$ cat src/rtl/pc_ctrl_pkg.sv
`default_nettype none
// ============================================================================
// Module  : pc_ctrl_pkg
// Purpose : Shared types and constants for the program-counter stage.
//           - pc_state_e : controller state encoding (2 bits)
//           - InstrBytes : byte size of one instruction
//           - AlignMask  : low PC bits that must be zero for a legal target
// Rev     : 1.0  initial release
// ============================================================================
package pc_ctrl_pkg;

    typedef enum logic [1:0] {
        BOOT     = 2'd0,
        RUN      = 2'd1,
        MEM_WAIT = 2'd2,
        HALT     = 2'd3
    } pc_state_e;

    localparam int unsigned InstrBytes = 4;
    localparam logic [1:0]  AlignMask  = 2'b11;

endpackage
`default_nettype wire

$ cat src/rtl/pc_ctrl.sv
`default_nettype none
// ============================================================================
// Module  : pc_ctrl
// Purpose : Program-counter stage feeding the instruction fetch unit. Holds
//           the architectural PC, computes the next fetch address each cycle,
//           freezes while a load/store waits on memory and halts on a
//           misaligned control-flow target.
// Ports   : clk_i, rst_i (async, active-high)
//           instr_valid_i, jump_i, target_i, mem_op_i, mem_done_i  (inputs)
//           pc_o, pc_plus_o, pc_next_o, retire_o, stall_o, halted_o (outputs)
//           cycle_o, instret_o (only with PC_CTRL_PERF_COUNTERS_EN)
// Config  : `define PC_CTRL_PERF_COUNTERS_EN adds 64-bit cycle/instret counters
// Rev     : 1.0  initial release
// ============================================================================
module pc_ctrl
    import pc_ctrl_pkg::*;
#(
    parameter int unsigned          AddrWidth    = 32,
    parameter int unsigned          InstrWidth   = 32,
    parameter logic [AddrWidth-1:0] StartAddress = '0
) (
    input  logic                 clk_i,
    input  logic                 rst_i,
    input  logic                 instr_valid_i,
    input  logic                 jump_i,
    input  logic [AddrWidth-1:0] target_i,
    input  logic                 mem_op_i,
    input  logic                 mem_done_i,
    output logic [AddrWidth-1:0] pc_o,
    output logic [AddrWidth-1:0] pc_plus_o,
    output logic [AddrWidth-1:0] pc_next_o,
    output logic                 retire_o,
    output logic                 stall_o,
    output logic                 halted_o
`ifdef PC_CTRL_PERF_COUNTERS_EN
    ,
    output logic [63:0]          cycle_o,
    output logic [63:0]          instret_o
`endif
);

    localparam logic [AddrWidth-1:0] c_incr = AddrWidth'(InstrWidth / 8);

    pc_state_e            r_state;
    pc_state_e            w_state_next;
    logic [AddrWidth-1:0] r_pc;
    logic [AddrWidth-1:0] w_pc_plus;
    logic [AddrWidth-1:0] w_pc_next;
    logic                 w_retire;
    logic                 w_eval;
    logic                 w_aligned;

    assign w_pc_plus = r_pc + c_incr;
    assign w_aligned = (target_i[1:0] & AlignMask) == 2'b00;

    // BOOT evaluates the first valid instruction exactly as RUN would, so the
    // first fetch is not lost to a dead cycle.
    assign w_eval = instr_valid_i && ((r_state == RUN) || (r_state == BOOT));

    always_comb begin
        w_state_next = r_state;
        w_pc_next    = r_pc;
        w_retire     = 1'b0;
        if (r_state == BOOT) begin
            w_pc_next = StartAddress;
        end
        if (w_eval) begin
            w_state_next = RUN;
            // mem_op_i outranks jump_i: a load/store is never also a jump
            if (mem_op_i) begin
                if (mem_done_i) begin
                    w_pc_next = w_pc_plus;
                    w_retire  = 1'b1;
                end else begin
                    w_pc_next    = r_pc;
                    w_state_next = MEM_WAIT;
                end
            end else if (jump_i) begin
                if (w_aligned) begin
                    w_pc_next = target_i;
                    w_retire  = 1'b1;
                end else begin
                    w_pc_next    = r_pc;
                    w_state_next = HALT;
                end
            end else begin
                w_pc_next = w_pc_plus;
                w_retire  = 1'b1;
            end
        end else if (r_state == MEM_WAIT && mem_done_i) begin
            w_pc_next    = w_pc_plus;
            w_retire     = 1'b1;
            w_state_next = RUN;
        end
    end

    always_ff @(posedge clk_i or posedge rst_i) begin
        if (rst_i) begin
            r_state <= BOOT;
            r_pc    <= StartAddress;
        end else begin
            r_state <= w_state_next;
            if (r_state != HALT) begin
                r_pc <= w_pc_next;
            end
        end
    end

    assign pc_o      = r_pc;
    assign pc_plus_o = w_pc_plus;
    assign pc_next_o = w_pc_next;
    assign retire_o  = w_retire;
    assign stall_o   = (r_state == MEM_WAIT);
    assign halted_o  = (r_state == HALT);

`ifdef PC_CTRL_PERF_COUNTERS_EN
    logic [63:0] r_cycle;
    logic [63:0] r_instret;

    always_ff @(posedge clk_i or posedge rst_i) begin
        if (rst_i) begin
            r_cycle   <= '0;
            r_instret <= '0;
        end else begin
            r_cycle <= r_cycle + 64'd1;
            if (w_retire) begin
                r_instret <= r_instret + 64'd1;
            end
        end
    end

    assign cycle_o   = r_cycle;
    assign instret_o = r_instret;
`endif

endmodule
`default_nettype wire
$ cat config.mk
export PLATFORM = sky130hd
export DESIGN_NAME = pc_ctrl
export DESIGN_NICKNAME = d
export VERILOG_FILES = /design/src/rtl/pc_ctrl_pkg.sv /design/src/rtl/pc_ctrl.sv
export SDC_FILE = /design/constraint.sdc
export NUM_CORES = 1
export LEC_CHECK = 0
export CAP_MARGIN = 40
export CORE_MARGIN = 3
export CORE_UTILIZATION = 35
export CTS_CLUSTER_SIZE = 20
export DETAILED_ROUTE_END_ITERATION = 8
export DONT_BUFFER_PORTS = 1
export SLEW_MARGIN = 10
export SYNTH_ARGS = -nofsm -noshare
export SYNTH_HDL_FRONTEND = slang
export SYNTH_SLANG_ARGS = --single-unit
$ cat constraint.sdc
create_clock -name clk_i -period 2.5 [get_ports clk_i]
set_input_delay 0.5 -clock clk_i [delete_from_list [all_inputs] [get_ports clk_i]]
set_output_delay 0.5 -clock clk_i [all_outputs]
set_load 0.005 [all_outputs]
Word level (Yosys, flattened, before mapping)
Cells that the tools add are included.
{"block": "word_totals", "in_bits": 38, "output_inout_bits": 99, "reg_bits": 34, "word_cells": 32}
{"block": "classes", "mux": 19, "addsub": 1, "reduce_logical": 6, "n_eq_ne": 4}
{"cell": "$mux W32", "n": 7}
{"cell": "$add A32 B3 Y32 const B", "n": 1}
{"cell": "$mux W2", "n": 6}
{"cell": "$mux W1", "n": 6}
{"cell": "$eq A2 B2 Y1 const B", "n": 2}
{"cell": "$logic_not A2 Y1", "n": 2}
{"cell": "$eq A2 B1 Y1 const B", "n": 1}
{"cell": "$logic_and A1 B1 Y1", "n": 2}
{"cell": "$ne A2 B2 Y1 const B", "n": 1}
{"cell": "$reduce_bool A2 Y1", "n": 1}
{"cell": "$logic_or A1 B1 Y1", "n": 1}

Longest topological paths before layout
{"block": "logic_depth", "word_depth": 5, "mapped_depth": 9, "ltp_nobuf": 6}

Worst setup path after synthesis
OpenSTA, ideal clock, no wires.
{"block": "synth_timing", "path_kind": "register to output", "startpoint": "register r_pc[2], in the netlist pc_o[2]", "endpoint": "output port pc_next_o[30]", "stages_incl_launch_ff": 7, "setup_slack_ps": -86, "arrival_ps": 2086, "required_time_ps": 2000, "path_cell_list": "dfrtp_1 -> ha_1 -> nand4_2 -> or3_1 -> nor4_2 -> nand4_1 -> and3_1"}
{"block": "synth_between", "elab_chain_len": 4}
{"item": "start: declaration", "line": "pc_ctrl.sv:46", "source": "logic [AddrWidth-1:0] r_pc;"}
{"item": "start signal: assignment", "line": "pc_ctrl.sv:100", "source": "r_pc <= StartAddress;"}
{"item": "start signal: assignment", "line": "pc_ctrl.sv:104", "source": "r_pc <= w_pc_next;"}
{"item": "$add A32 B3 Y32 *", "line": "pc_ctrl.sv:53", "source": "assign w_pc_plus = r_pc + c_incr;"}
{"item": "$mux W32 (on tied branches)", "line": "pc_ctrl.sv:78, pc_ctrl.sv:71"}
{"item": "$mux W32", "line": "pc_ctrl.sv:70", "source": "if (mem_op_i) begin"}
{"item": "$mux W32 *", "line": "pc_ctrl.sv:67", "source": "if (w_eval) begin"}
{"item": "end: declaration", "line": "pc_ctrl.sv:31", "source": "output logic [AddrWidth-1:0] pc_next_o,"}
Every way passes the cells marked *; elsewhere a longest branch is shown, timed or not.

Final worst setup path
{"block": "layout_timing", "startpoint": "register r_pc[14], in the netlist pc_o[14]", "endpoint": "output port pc_next_o[22]"}
The elaborated chain is that of the path after synthesis.

==> results.cfg <==
[route]
dr.first_iter.drc_count = 350
viasPerCell = 6.46
wl_per_cell_um = 21.9
drtAntennaViolNets = 0
detail_route.first_pass.iterations = 5
drt_wl_total_mm = 13.5
vias = 3998
drc = 0

[synthesis]
synth_seq_area_share_pct = 25.6
mappedNetlistArea_um2 = 3330
synth_edf_count = 0
ys_types = 53
yosys_warnings = 0
syn_area_per_cell_um2 = 7.92
synth_nets = 459
synth.ff_latch_count = 34
ys.flop_type = dfrtp_1
syn-instance-count = 420
async_reset_ff_share_pct = 100

[timing]
tightest_slew_ps = 527
skew_ps = 10.3
holdWs_ps = 208
setup_viol = 18
fmax_mhz = 377
slew_violations = 0
final.min_clock_period_ps = 2650
final_hold_viol_count = 0
timing.final.ws_setup_ps = -149
fin_crit_sh_pct = 106
slew_headroom_pct = 64.9
grt_setup_unrepaired = yes

[floorplanning]
row_count = 34
die_x_um = 103
core_um2 = 8980
start_util_pct = 37.1
die_y_um = 103
die_area_um2 = 10700
io_pins = 137

[setup_path]
cpMostUsedCell = buf_6
cpPeakStageDelay_ps = 390
crit_path_start_kind = flip-flop
r2r_slack_ps = 440
critPathMaxFanout = 6
end_kind = output port
crit_required_ps = 2000
worstPathArrival_ps = 2150
crit_path_cell_trace = buf_6 > nand4_1 > buf_6 > nor4_4 > buf_4 > nand2_4 > mux2i_2 > a221oi_2
crit_type = reg -> out
cp_slowest_cell = dfrtp_1

[layout]
final_cell_mix = buf_4, a21oi_1, o21ai_0
final_common_cell = buf_4
multi_input_area_um2 = 2640
ff_latch_area_um2 = 853
synthToLayoutAreaGrowth_pct = 41.2
nNetsFinal = 531
fill_cells = 819
diodes = 0
drive_gt1_share_pct = 37.9

[power]
p_per_area_nw_per_um2 = 551
power_leakage_nw = 1.99
irDropWorstVdd_mv = 0.373

[placed_design]
routabilityCongestion = 0.879
port-buffer-count = 0
place_ws_ps = -42.5
hpwlAfterDp_mm = 9.63

[cts]
numCtsBuffers = 5
clkTransAtPathRegs_ps = 70
htree_levels = 2
cts_tree = built
clk_latency_ps = 290
numClockSinks = 34
cts_root_buf = clkbuf_8
clockBufferDepth = 2

[status]
violations = setup timing
outcome = finished with violations

[global_route]
grtUsageTotal_pct = 23.4
grt_start_max_net_pins = 35
antenna_found_initial = 0
grt_pass1_vias = 3684
grt_pass1_wl_mm = 19.6
overflow = 0

[run]
cap_viol_max_count = 0

[hold_path]
hold_class = in -> async
worst max-delay path, delay by kind of cell (launching register included):
| family | cells | cell delay, ps |
|---|---|---|
| muxes | 1 | 180 |
| buffers and inverters | 3 | 490 |
| AOI/OAI and AO/OA | 1 | 330 |
| and+or+nand+nor | 3 | 480 |
| DFF | 1 | 390 |
kinds of logic (layout without fill, tap and decap cells):
kind of cell               after synthesis  count (layout)  share of synthesized area (%)
xor gates and xnor gates                29              29                           7.63
DFF                                     34              34                           25.6
buffers and inverters                   49             122                           6.54
muxes                                   10              10                           3.01
adders and majority gates                1               1                          0.376
and+or+nand+nor                        137             137                           23.8
AOI/OAI and AO/OA                      160             160                           33.1
cells in the mapped netlist, types with 6 or more instances:
| library cell | n | area share, % |
|---|---|---|
| a21o_1 | 7 | 1.6 |
| a21oi_1 | 40 | 6.0 |
| a221o_1 | 12 | 3.6 |
| a221oi_1 | 28 | 7.4 |
| a22oi_1 | 6 | 1.4 |
| and3_1 | 15 | 2.8 |
| buf_2 | 15 | 2.3 |
| clkbuf_1 | 22 | 2.5 |
| dfrtp_1 | 34 | 26 |
| inv_1 | 6 | 0.68 |
| mux2i_1 | 10 | 3.0 |
| nand2_1 | 26 | 2.9 |
| nand3_1 | 16 | 2.4 |
| nand4_1 | 15 | 2.8 |
| nor2_1 | 14 | 1.6 |
| nor2b_1 | 13 | 2.4 |
| nor3_1 | 7 | 1.1 |
| o21ai_0 | 37 | 5.6 |
| xnor2_1 | 16 | 4.2 |
| xor2_1 | 13 | 3.4 |
layout make-up:
type,instances,area share (%)
Clock buffer,5,1.46
Inverter,6,0.479
Sequential cell,34,18.2
Clock inverter,3,0.852
Timing Repair Buffer,108,19.5
Multi-Input combinational cell,337,56.2
Tap cell,126,3.36
per-stage QoR:
step	power, mW	TNS, ps	area (um2)	cells	util (%)
floorplan	1.43	-45.0	3340	420	-
CTS	2.50	-687	4460	613	49.7
global placement	1.89	-48.9	3990	588	44.4
global route	2.74	-4070	4700	619	52.3
detailed placement	1.91	-178	3990	588	44.4
finish	2.59	-1320	4700	619	52.3
flip-flops by register name, indices dropped and copies added (netlist names):
name / flops
pc_o: 32
r_state: 2
worst paths after layout:
kind                              from  cells past startpoint             to
min                              rst_i                      2        pc_o[8]
max                           pc_o[14]                      8  pc_next_o[22]
max reg2reg                    pc_o[2]                      9       pc_o[19]
min reg2reg                    pc_o[0]                      1        pc_o[0]
max in group asynchronous        rst_i                      2       pc_o[22]
min in group clk_i         target_i[3]                      1        pc_o[3]
routing by layer:
| layer | vias up | GRT usage (%) | routed length [um] |
|---|---|---|---|
| li1 | 1766 | - | - |
| met1 | 2011 | 30.7 | 5360 |
| met2 | 198 | 38.4 | 6670 |
| met3 | 23 | 5.84 | 1250 |
| met4 | 0 | 6.47 | 244 |
| met5 | - | 0 | 0 |
power by group:
part | internal, mW | switching [mW]
clock network | 0.294 | 0.217
logic | 0.596 | 0.783
registers | 0.626 | 0.0704
total | 1.52 | 1.07
timing repair:
item                                    CTS  global route
buffers inserted                         16             7
hold buffers                              0             0
hold endpoints to repair                  0             0
resized for setup                        46            44
endpoints found under the setup margin   38            39
cloned                                    1             0
pin swaps                                28             9
Note: power is estimated with default switching activity, not from simulation.
